===== src/rtl/sss_ref_correlator.sv =====
// Sequential SSS reference RAM reader and multiply-accumulate correlator.
// Optional threshold detect on odet is built only when SSS_CORR_DET_EN is defined.
module sss_ref_correlator #(
    parameter int pDAT_W = 4,
    parameter int pSMP_W = 12,
    parameter int pLEN   = 1024,
    parameter int pACC_W = pSMP_W + pDAT_W + $clog2(pLEN)
) (
    input  logic              iclk,
    input  logic              irst,
    input  logic              istart,
    input  logic              iabort,
    input  logic              ival,
    input  logic [pSMP_W-1:0] idat,
    input  logic [pACC_W-1:0] ithr,
    output logic              oram_val,
    output logic [10:0]       oram_addr,
    input  logic [pDAT_W-1:0] iram_dat,
    output logic              obusy,
    output logic              oval,
    output logic [pACC_W-1:0] oacc,
    output logic              odet
);

    localparam int          PROD_W = pSMP_W + pDAT_W;
    localparam int          EXT_W  = pACC_W - PROD_W;
    localparam logic [10:0] LAST   = 11'(pLEN - 1);

    typedef enum logic [1:0] {IDLE, RUN, FLUSH, DONE} state_t;

    state_t                    state;
    logic [10:0]               cnt;
    logic signed [pSMP_W-1:0]  smp_d;
    logic                      pipe_vld;
    logic signed [pACC_W-1:0]  acc;
    logic signed [PROD_W-1:0]  smp_ext;
    logic signed [PROD_W-1:0]  dat_ext;
    logic signed [PROD_W-1:0]  prod;
    logic signed [pACC_W-1:0]  prod_ext;

    // The product always fits in PROD_W bits, so the low half of the multiply is exact.
    assign smp_ext  = PROD_W'(smp_d);
    assign dat_ext  = PROD_W'($signed(iram_dat));
    assign prod     = smp_ext * dat_ext;
    assign prod_ext = {{EXT_W{prod[PROD_W-1]}}, prod};

    assign oram_val  = (state == RUN) && ival && !iabort;
    assign oram_addr = cnt;
    assign obusy     = (state == RUN) || (state == FLUSH);

`ifdef SSS_CORR_DET_EN
    // Negating the most-negative value wraps to 2^(pACC_W-1), which is its true magnitude.
    logic [pACC_W-1:0] acc_mag;
    assign acc_mag = acc[pACC_W-1] ? $unsigned(-acc) : $unsigned(acc);
`else
    logic unused_thr;
    assign unused_thr = ^ithr;
    assign odet       = 1'b0;
`endif

    always_ff @(posedge iclk or posedge irst) begin
        if (irst) begin
            state    <= IDLE;
            cnt      <= '0;
            smp_d    <= '0;
            pipe_vld <= 1'b0;
            acc      <= '0;
            oval     <= 1'b0;
            oacc     <= '0;
`ifdef SSS_CORR_DET_EN
            odet     <= 1'b0;
`endif
        end else begin
            oval     <= 1'b0;
            pipe_vld <= 1'b0;
            if (pipe_vld)
                acc <= acc + prod_ext;
            if (iabort) begin
                state <= IDLE;
                cnt   <= '0;
            end else begin
                case (state)
                    IDLE: begin
                        if (istart) begin
                            acc   <= '0;
                            cnt   <= '0;
                            state <= RUN;
                        end
                    end
                    RUN: begin
                        if (ival) begin
                            smp_d    <= $signed(idat);
                            pipe_vld <= 1'b1;
                            if (cnt == LAST) begin
                                cnt   <= '0;
                                state <= FLUSH;
                            end else begin
                                cnt <= cnt + 11'd1;
                            end
                        end
                    end
                    // Stay until the final product has landed in acc, then publish it.
                    FLUSH: begin
                        if (!pipe_vld) begin
                            state <= DONE;
                            oval  <= 1'b1;
                            oacc  <= acc;
`ifdef SSS_CORR_DET_EN
                            odet  <= (acc_mag >= ithr);
`endif
                        end
                    end
                    DONE: state <= IDLE;
                    default: state <= IDLE;
                endcase
            end
        end
    end

endmodule


===== config.mk =====
export PLATFORM = sky130hd
export DESIGN_NAME = sss_ref_correlator
export DESIGN_NICKNAME = d
export VERILOG_FILES = /design/src/rtl/sss_ref_correlator.sv
export SDC_FILE = /design/constraint.sdc
export NUM_CORES = 1
export LEC_CHECK = 0
export ABC_CLOCK_PERIOD_IN_PS = 3710
export BUFFER_PORTS_ARGS = -buffer_cell sky130_fd_sc_hd__buf_4
export CAP_MARGIN = 10
export CORE_ASPECT_RATIO = 2
export CORE_MARGIN = 2
export CORE_UTILIZATION = 41
export DETAILED_ROUTE_END_ITERATION = 10
export GPL_TIMING_DRIVEN = 0
export HOLD_SLACK_MARGIN = 0.03
export PLACE_DENSITY = 0.72
export SKIP_LAST_GASP = 1
export SYNTH_ARGS = -nofsm -noshare
export SYNTH_HDL_FRONTEND = slang
export SYNTH_SLANG_ARGS = --single-unit

===== constraint.sdc =====
create_clock -name iclk -period 3.71 [get_ports iclk]
set_input_delay 0.742 -clock iclk [delete_from_list [all_inputs] [get_ports iclk]]
set_output_delay 0.742 -clock iclk [all_outputs]
set_load 0.05 [all_outputs]

==> impl_metrics.env, run 1 <==
export IMPL_cap_viol_max_count=0
export IMPL_slew_violations=0
export IMPL_number_of_gates_on_the_worst_path_with_buffers_counted=18
export IMPL_routabilityCongestion=0.8665
export IMPL_synth_ff_latch_count=79
export IMPL_slew_headroom=0.4079
export IMPL_placement_io_buffers=59
export IMPL_proportion_of_layout_cells_with_a_drive_suffix_above_1=0.3278
export IMPL_first_global_vias=5198
export IMPL_timing_clock_skew_ns=0.008950
export IMPL_worst_r2r_path_depth=15
export IMPL_row_count=66
export IMPL_cp_required_ns=3.98
export IMPL_routed_length_per_instance_um=15.17
export IMPL_track_usage=0.1823
export IMPL_place_hpwl_mm=10.83
export IMPL_diodes=0
export IMPL_cp_top_family="adder cells"
export IMPL_synth_edf_count=0
export IMPL_synth_area_sq_um=6699
export IMPL_die_w_um=94.39
export IMPL_period_share=1.167
export IMPL_clock_tree_buffer_depth=2
export IMPL_yosys_most_used_dff="dfrtp_1"
export IMPL_library_cell_with_the_largest_summed_area_after_synthesis="dfrtp_1"
export IMPL_die_y_um=184.8
export IMPL_synthArstFlopShare=1.000
export IMPL_grt_antenna_before_repair=0
export IMPL_synth_area_leaders="dfrtp_1 30%, fa_1 17%, ha_1 11%"
export IMPL_synth_cells=670
export IMPL_timing_worst_setup_path_type="input pin to register"
export IMPL_setup_viol=20
export IMPL_worstPathArrival_ns=4.60
export IMPL_postSynthNetCount=832
export IMPL_outcome="complete, but fails checks"
export IMPL_min_path_type="input pin to async pin"
export IMPL_crit_path_max_incr_delay_ns=0.52
export IMPL_cts_made_buffers=9
export IMPL_end_of_the_worst_register_to_register_path="acc[23]$_DFF_PP0_"
export IMPL_grt_pass1_wl_mm=25.16
export IMPL_critical_path_cell_chain="buf_8 > buf_8 > and2_4 > fa_1 > inv_2 > fa_2 > fa_1 > inv_2 > buf_4 > ha_4 > a21oi_4 > nor2_2 > o211ai_2 > nand3_4 > a21oi_4 > o32ai_4 > or4_1 > nand3_1"
export IMPL_globalRouteOverflowTotal=0
export IMPL_routed_via_density=5.059
export IMPL_routed_via_count=4998
export IMPL_worst_setup_path_endpoint="acc[23]$_DFF_PP0_"
export IMPL_max_slew_worst_pin_slew_ns=0.8882
export IMPL_worst_r2r_setup_slack_ns=-0.50
export IMPL_rsz0062_at_grt="true"
export IMPL_fmax_mhz=231.0
export IMPL_ys_warnings_count=0
export IMPL_layout_fillers=1348
export IMPL_area_growth_syn_to_layout_pct=28.37
export IMPL_report_final_hold_viol_count=0
export IMPL_synth_yosys_seq_area_share=0.2951
export IMPL_post_synthesis_mean_instance_area_sq_um=9.998
export IMPL_floorplan_io_pins=88
export IMPL_worst_hold_slack_ns=0.4037
export IMPL_clk_pin_slew_worst_paths_ns=0.06
export IMPL_insertion_delay_ns=0.34
export IMPL_critical_path_reg2reg_startpoint="smp_d[0]$_DFFE_PP0P_"
export IMPL_drt_first_pass_iters=4
export IMPL_critPathBufInv=5
export IMPL_synth_largest_type_area_fraction=0.2951
export IMPL_initialDrtViolationCount=175
export IMPL_dieArea_sq_um=17440
export IMPL_route_detailed_drc=0
export IMPL_critical_path_max_fanout=4
export IMPL_crit_path_start_kind="input pin"
export IMPL_drt_wl_total_mm=14.99
export IMPL_netlist_cell_type_count=56
export IMPL_clock_tree_root_cell="clkbuf_16"
export IMPL_clock_tree_htree_level_count=3
export IMPL_ant_nets=0
export IMPL_setup_ws_ns=-0.6192
export IMPL_failed_checks="negative setup slack"
export IMPL_crit_path_slowest_cell="fa_2"
export IMPL_grt_max_degree=49
export IMPL_final_net_count=941
export IMPL_critical_path_startpoint="iram_dat[0]"
export IMPL_tritoncts="yes"
export IMPL_start_util=0.4160
export IMPL_numClockSinks=79
export IMPL_end_kind="register"
export IMPL_core_region_area_sq_um=16100
export IMPL_post_route_min_period_ns=4.329
[cell families after synthesis]
family          Yosys count  synth area share
compound gates           87           0.08479
xor+xnor                 28           0.03661
fa+ha+maj               115            0.2798
buf+inv                 144           0.08200
flops                    79            0.2951
mux                      57           0.09264
other cells               1         0.0005598
simple gates            159            0.1285
[worst register-to-register path: stages, from the launching register on]
cell and delay, ns:
dfrtp_1 0.41, nand2b_1 0.18, fa_1 0.58, fa_2 0.44
fa_1 0.50, inv_2 0.05, buf_4 0.14, ha_4 0.24
a21oi_4 0.16, nor2_2 0.09, o211ai_2 0.23, nand3_4 0.16
a21oi_4 0.24, o32ai_4 0.11, or4_1 0.52, nand3_1 0.10
[flip-flops by register name, summed over array words and instances, names as in the netlist]
name / count
smp_d: 12
acc: 26
state: 2
oval: 1
oacc: 26
pipe_vld: 1
oram_addr: 11
[per-stage QoR]
step	cell area, sq um	TNS (ns)	cells	util	worst slack [ns]
after floorplan	6969	-6.059	670	-	-0.5819
after global placement	7667	-20.83	933	0.4761	-1.220
after detailed placement	7697	-16.34	934	0.4780	-1.274
after CTS	8368	-6.829	977	0.5197	-0.6054
after global routing	8600	-9.626	988	0.5340	-0.7103
final	8600	-7.512	988	0.5340	-0.6192
[metal layers]
layer	share of wire	global-route usage
met3	0.044	0.03702
met1	0.42	0.2288
met2	0.51	0.3097
met4	0.024	0.06319
met5	0	0
[layout by cell type (no fill, tap or decap), drive strengths merged, types with 3 or more instances in the layout]
| cell | Yosys | final |
|---|---|---|
| fa | 58 | 58 |
| a21oi | 29 | 29 |
| mux2i | 17 | 17 |
| nand2b | 5 | 5 |
| mux2 | 40 | 40 |
| nand3 | 16 | 16 |
| inv | 121 | 121 |
| nor2b | 16 | 16 |
| xor2 | 10 | 10 |
| nand4 | 4 | 4 |
| buf | 9 | 105 |
| o21bai | 4 | 4 |
| xnor2 | 18 | 18 |
| clkinvlp | 0 | 3 |
| a31oi | 3 | 3 |
| ha | 57 | 57 |
| o21ai | 20 | 20 |
| nand3b | 4 | 4 |
| nand2 | 23 | 23 |
| a21o | 11 | 11 |
| clkbuf | 14 | 26 |
| dfrtp | 79 | 79 |
| nor2 | 36 | 36 |
| and3 | 7 | 7 |
| and2 | 35 | 35 |
[synth_stat cells, types with 2 or more instances]
library cell  count
nand4_1           4
a211oi_1          2
fa_1             58
o31ai_1           2
a31oi_1           3
inv_1           121
nand2b_1          5
nor2_1           36
dfrtp_1          79
a21o_1           11
ha_1             57
and2_1           34
nand3_1          15
a21oi_1          28
and4_1            2
o21bai_1          4
and3_1            7
o21ai_0          19
nor2b_1          16
and3b_1           2
nand3b_1          4
xnor2_1          18
o22ai_1           2
xor2_1           10
buf_2             4
nor3b_1           2
o21a_1            2
buf_1             4
nand2_1          23
clkbuf_1         14
or2_2             2
mux2_2           40
mux2i_1          17
[worst min path at each step]
stage	cells after the start	end	slack, ns	start
after floorplan	1	oacc[23]$_DFFE_PP0P_	0.50	acc[23]$_DFF_PP0_
after global placement	1	oacc[17]$_DFFE_PP0P_	0.49	oacc[17]$_DFFE_PP0P_
after detailed placement	1	oacc[22]$_DFFE_PP0P_	0.50	oacc[22]$_DFFE_PP0P_
after CTS	2	state[0]$_DFFE_PP0P_	0.42	irst
after global routing	2	state[0]$_DFFE_PP0P_	0.44	irst
final	2	state[0]$_DFFE_PP0P_	0.40	irst
[cell type report]
type / count / area, sq um / share of cell area
repair buffers: 98 / 813.3 / 0.09457
inverters: 121 / 460.4 / 0.05354
clock buffers: 10 / 239.0 / 0.02779
multi-input cells: 447 / 4609 / 0.5360
flip-flops and latches: 79 / 1977 / 0.2299
plain buffers: 23 / 152.6 / 0.01775
clock inverters: 6 / 92.59 / 0.01077
well taps: 204 / 255.2 / 0.02968
[timing repair]
item / 4_1_cts / 5_1_grt
pin swaps: 31 / 23
cloned: 3 / 0
buffers inserted: 24 / 12
hold buffers: 0 / 0
resized for setup: 32 / 31
endpoints found under the setup margin: 19 / 20
Power of run 1 is left out: the tool's default activity adds up to more than one toggle a clock period on the data nets, which glitch-free logic cannot reach.
==> run 2, diff against run 1 <==
CORE_MARGIN = 1   (was 2)
GPL_TIMING_DRIVEN = 1   (was 0)
==> run 2 against run 1 <==
The flow still finishes with violations (negative setup slack). Register-to-register slack better by 0.14 ns. Sequential share of layout area is 0.69 points lower. Routed wire length is 13% higher. Highest routed layer unchanged. Global-route usage is 3.1 points higher. Worst setup slack better by 0.25 ns. Final area is 3.2% higher. Die area is 3.2% lower. Core utilization is 2.6 points higher. Non-clock buffer count is 40 higher. Clock skew hardly changed. First-iteration DRC count is 5.1% higher. Worst hold slack better by 0.035 ns.
==> impl_metrics.env, run 2 (same netlist as run 1, synthesis figures left out) <==
export IMPL_min_path_type="input pin to async pin"
export IMPL_grt_antenna_before_repair=0
export IMPL_critPathBufInv=4
export IMPL_cp_top_family="adder cells"
export IMPL_die_y_um=182.8
export IMPL_ant_nets=0
export IMPL_crit_path_max_incr_delay_ns=0.49
export IMPL_crit_path_start_kind="input pin"
export IMPL_highest_signal_layer="met4"
export IMPL_wl_met3_um=388
export IMPL_start_util=0.4224
export IMPL_numClockSinks=79
export IMPL_cp_required_ns=3.92
export IMPL_failed_checks="negative setup slack"
export IMPL_setup_ws_ns=-0.3736
export IMPL_timing_critical_path_mode_cell="fa_1"
export IMPL_timing_worst_setup_path_type="input pin to register"
export IMPL_detail_route_wirelength_met1_mm=5.750
export IMPL_rsz0062_at_grt="true"
export IMPL_tritoncts="yes"
export IMPL_post_route_min_period_ns=4.084
export IMPL_clock_tree_root_cell="clkbuf_16"
export IMPL_proportion_of_layout_cells_with_a_drive_suffix_above_1=0.3799
export IMPL_routed_via_density=5.138
export IMPL_drt_wl_total_mm=16.88
export IMPL_route_detailed_drc=0
export IMPL_outcome="complete, but fails checks"
export IMPL_floorplan_io_pins=88
export IMPL_most_frequent_cells_in_the_layout="150 x buf_4, 109 x inv_1, 77 x dfrtp_1, 55 x fa_1, 43 x ha_1"
export IMPL_place_ws_ns=-0.9147
export IMPL_postCtsHoldBufs=0
export IMPL_area_growth_syn_to_layout_pct=32.54
export IMPL_layout_fillers=1369
export IMPL_setup_viol=18
export IMPL_worst_hold_slack_ns=0.4383
export IMPL_final_net_count=981
export IMPL_timing_clock_skew_ns=0.008477
export IMPL_track_usage=0.2134
export IMPL_slew_violations=0
export IMPL_diodes=0
export IMPL_dieArea_sq_um=16890
export IMPL_period_share=1.101
export IMPL_critical_path_cell_chain="buf_6 > and2_4 > fa_1 > fa_1 > inv_1 > fa_1 > inv_2 > ha_4 > buf_4 > a21oi_2 > o22ai_2 > o21a_1 > a311oi_4 > nor4b_1 > o22ai_1 > xnor2_1 > a21oi_1"
export IMPL_initialDrtViolationCount=184
export IMPL_insertion_delay_ns=0.35
export IMPL_routed_length_per_instance_um=16.47
export IMPL_die_w_um=92.39
export IMPL_critical_path_max_fanout=13
export IMPL_core_region_area_sq_um=15860
export IMPL_grt_max_degree=44
export IMPL_first_global_vias=5733
export IMPL_clock_tree_buffer_depth=2
export IMPL_cap_viol_max_count=0
export IMPL_clock_tree_htree_level_count=3
export IMPL_grt_pass1_wl_mm=27.34
export IMPL_placement_io_buffers=60
export IMPL_globalRouteOverflowTotal=0
export IMPL_slew_headroom=0.3393
export IMPL_row_count=65
export IMPL_worstPathArrival_ns=4.29
export IMPL_place_hpwl_mm=12.98
export IMPL_crit_path_slowest_cell="fa_1"
export IMPL_mostFrequentLayoutCell="buf_4"
export IMPL_routed_via_count=5266
export IMPL_max_slew_worst_pin_slew_ns=0.9910
export IMPL_post_route_util=0.5598
export IMPL_wl_met2_mm=9.850
export IMPL_drt_first_pass_iters=4
export IMPL_cts_made_buffers=9
export IMPL_clk_pin_slew_worst_paths_ns=0.07
export IMPL_fmax_mhz=244.9
export IMPL_routabilityCongestion=0.8571
export IMPL_report_final_hold_viol_count=0
export IMPL_end_kind="register"
export IMPL_layout_top_registers="acc (26), oacc (26), smp_d (12)"
## run 2: cell count changes in the layout (fill, tap and decap cells not counted), moves of 3 or more
cell,previous run,this run
a21oi_1,20,17
a21oi_2,7,10
buf_1,4,0
buf_2,4,0
buf_4,85,150
clkbuf_1,8,1
clkbuf_8,5,0
clkinv_2,0,3
ha_2,3,0
xor2_1,10,7
xor2_2,0,3
## run 2: path summary, 6_finish.rpt
kind                                  startpoint                       end  slack [ns]  depth (start not counted)
max                                  iram_dat[2]         acc[22]$_DFF_PP0_       -0.37                         17
min                                         irst  oram_addr[9]$_DFFE_PP0P_        0.44                          2
max reg2reg                smp_d[11]$_DFFE_PP0P_         acc[24]$_DFF_PP0_       -0.36                         16
min reg2reg                   pipe_vld$_DFF_PP0_            oval$_DFF_PP0_        0.51                          1
max in group asynchronous                   irst       oacc[9]$_DFFE_PP0P_        2.51                          3
min in group iclk             pipe_vld$_DFF_PP0_            oval$_DFF_PP0_        0.51                          1
## run 2: per-stage QoR
stage	cell area, sq um	std cells	TNS (ns)
after CTS	8790	1023	-4.701
final	8879	1025	-4.783
after floorplan	6969	670	-6.059
after global placement	8249	1001	-12.49
after global routing	8879	1025	-7.722
after detailed placement	8249	1001	-13.49
## run 2: area by class of cell
class	instances	area (sq um)	share of cell area
clock buffers	10	229.0	0.02579
clock inverters	6	43.79	0.004932
inverters	121	455.4	0.05130
multi-input cells	447	4657	0.5245
flip-flops and latches	79	1979	0.2229
well taps	201	251.5	0.02833
repair buffers	161	1262	0.1422
## run 2: per-layer routing
layer / up-vias / GRT usage
li1: 2468 / -
met1: 2654 / 0.2051
met2: 91 / 0.4157
met3: 53 / 0.02861
met4: 0 / 0.1275
met5: - / 0
## run 2: repair_timing
| action | CTS | global route |
|---|---|---|
| gates cloned | 0 | 0 |
| setup endpoints to repair | 19 | 19 |
| setup buffers | 6 | 3 |
| pin swaps | 32 | 11 |
| gates resized for setup | 45 | 13 |
Power of run 2 is left out for the same reason.
==> run 3, diff against run 2 <==
CORE_UTILIZATION = 40   (was 41)
PLACE_DENSITY = 0.71   (was 0.72)
SKIP_CTS_REPAIR_TIMING = 1   (was unset)
==> run 3 against run 2 <==
Largest cell class unchanged. Core utilization fell by 1.7 points. Critical path type unchanged. Die area rose by 2.5%. Register-to-register slack got worse by 0.10 ns. Worst setup slack got worse by 0.090 ns. Routed wire length rose by 0.44%. Cell count fell by 1.3%. The flow still finishes with violations (negative setup slack). First-iteration DRC count fell by 8.2%. Critical path depth did not move.
==> impl_metrics.env, run 3 (same netlist as run 1, synthesis figures left out) <==
export IMPL_clock_tree_buffer_depth=2
export IMPL_routabilityCongestion=0.8875
export IMPL_cp_required_ns=3.90
export IMPL_critical_path_cell_chain="buf_12 > buf_12 > nor2b_2 > fa_1 > fa_1 > inv_1 > fa_1 > inv_2 > ha_4 > a21oi_2 > o22ai_4 > o21a_1 > a311oi_4 > nor4b_2 > o22ai_1 > xnor2_1 > a21oi_1"
export IMPL_setup_viol=18
export IMPL_max_slew_worst_pin_slew_ns=1.027
export IMPL_outcome="complete, but fails checks"
export IMPL_tritoncts="yes"
export IMPL_min_delay_start="oacc[13]$_DFFE_PP0P_"
export IMPL_grt_pass1_wl_mm=26.75
export IMPL_critical_path_max_fanout=6
export IMPL_routed_length_per_instance_um=16.76
export IMPL_dieArea_sq_um=17300
export IMPL_drt_wl_total_mm=16.96
export IMPL_proportion_of_layout_cells_with_a_drive_suffix_above_1=0.3614
export IMPL_core_region_area_sq_um=16350
export IMPL_first_global_vias=5549
export IMPL_multi_input_area_sq_um=4683
export IMPL_clk_pin_slew_worst_paths_ns=0.07
export IMPL_min_path_type="register to register"
export IMPL_placement_io_buffers=60
export IMPL_cts_made_buffers=9
export IMPL_insertion_delay_ns=0.35
export IMPL_layout_top_registers="acc (26), oacc (26), smp_d (12)"
export IMPL_critical_path_reg2reg_startpoint="smp_d[11]$_DFFE_PP0P_"
export IMPL_globalRouteOverflowTotal=0
export IMPL_report_final_hold_viol_count=0
export IMPL_final_net_count=965
export IMPL_crit_path_slowest_cell="fa_1"
export IMPL_routed_via_density=5.112
export IMPL_fmax_mhz=239.6
export IMPL_end_kind="register"
export IMPL_die_y_um=185.0
export IMPL_initialDrtViolationCount=169
export IMPL_rsz0062_at_grt="true"
export IMPL_layout_fillers=1459
export IMPL_diodes=0
export IMPL_grt_max_degree=51
export IMPL_number_of_gates_on_the_worst_path_with_buffers_counted=17
export IMPL_end_of_the_worst_register_to_register_path="acc[22]$_DFF_PP0_"
export IMPL_place_hpwl_mm=13.02
export IMPL_timing_worst_setup_path_type="input pin to register"
export IMPL_timing_clock_skew_ns=0.009349
export IMPL_cp_top_family="adder cells"
export IMPL_drt_first_pass_iters=4
export IMPL_regArea_sq_um=1978
export IMPL_critPathBufInv=4
export IMPL_start_util=0.4097
export IMPL_worst_r2r_path_depth=16
export IMPL_period_share=1.125
export IMPL_holdPathEnd="oacc[13]$_DFFE_PP0P_"
export IMPL_routed_via_count=5173
export IMPL_floorplan_io_pins=88
export IMPL_clock_tree_htree_level_count=3
export IMPL_die_w_um=93.51
export IMPL_clock_tree_root_cell="clkbuf_16"
export IMPL_route_detailed_drc=0
export IMPL_worstPathArrival_ns=4.37
export IMPL_setup_ws_ns=-0.4635
export IMPL_worst_r2r_setup_slack_ns=-0.46
export IMPL_hold_path_depth=1
export IMPL_most_frequent_cells_in_the_layout="131 x buf_4, 109 x inv_1, 78 x dfrtp_1, 57 x fa_1, 45 x ha_1"
export IMPL_post_route_util=0.5424
export IMPL_mostFrequentLayoutCell="buf_4"
export IMPL_post_route_min_period_ns=4.174
export IMPL_slew_headroom=0.3152
export IMPL_slew_violations=0
export IMPL_numClockSinks=79
export IMPL_cap_viol_max_count=0
export IMPL_grt_antenna_before_repair=0
export IMPL_failed_checks="negative setup slack"
export IMPL_timing_critical_path_mode_cell="fa_1"
export IMPL_ant_nets=0
export IMPL_crit_path_start_kind="input pin"
export IMPL_row_count=66
export IMPL_area_growth_syn_to_layout_pct=32.39
export IMPL_track_usage=0.2048
export IMPL_crit_path_max_incr_delay_ns=0.49
[run 3: cell type report]
class / instances / share of cell area
multi-input combinational: 447 / 0.5281
sequential: 79 / 0.2231
timing repair buffer: 145 / 0.1350
inverter: 121 / 0.05164
tap: 204 / 0.02878
clock buffer: 10 / 0.02582
clock inverter: 6 / 0.007619
[run 3: worst register-to-register path, cell delays in order, from the launching register on]
cell and delay (ns):
dfrtp_1 0.47, and2_1 0.23, buf_12 0.15, ha_1 0.31, fa_1 0.55, inv_1 0.06, fa_1 0.53, inv_1 0.04
ha_1 0.36, a21oi_2 0.22, o21bai_1 0.11, a21oi_2 0.16, o21ai_1 0.11, a211o_1 0.30, o22ai_1 0.17, xnor2_1 0.15
a21oi_1 0.08
[run 3: worst max path at each step]
stage | from | end
floorplan | iram_dat[0] | acc[24]$_DFF_PP0_
global placement | iram_dat[0] | acc[22]$_DFF_PP0_
detailed placement | iram_dat[1] | acc[22]$_DFF_PP0_
CTS | iram_dat[1] | acc[22]$_DFF_PP0_
global route | smp_d[11]$_DFFE_PP0P_ | acc[22]$_DFF_PP0_
finish | iram_dat[3] | acc[22]$_DFF_PP0_
[run 3: metrics by stage]
| step | instances | instance area [sq um] | setup TNS [ns] | hold WS, ns | setup WS, ns |
|---|---|---|---|---|---|
| finish | 1012 | 8869 | -5.929 | 0.5083 | -0.4635 |
| global route | 1012 | 8869 | -8.511 | 0.5311 | -0.6560 |
| CTS | 1009 | 8492 | -7.461 | 0.5135 | -0.5928 |
| detailed placement | 993 | 8195 | -14.35 | 0.4986 | -0.9599 |
| global placement | 993 | 8195 | -13.35 | 0.4914 | -0.9167 |
| floorplan | 670 | 6969 | -6.059 | 0.5009 | -0.5819 |
[run 3: routing by layer]
| layer | part of all wire | up-vias | global-route usage |
|---|---|---|---|
| li1 | - | 2425 | - |
| met1 | 0.34 | 2608 | 0.1957 |
| met2 | 0.60 | 88 | 0.4129 |
| met3 | 0.020 | 52 | 0.02135 |
| met4 | 0.045 | 0 | 0.1065 |
| met5 | 0 | - | 0 |
Power of run 3 is left out for the same reason.
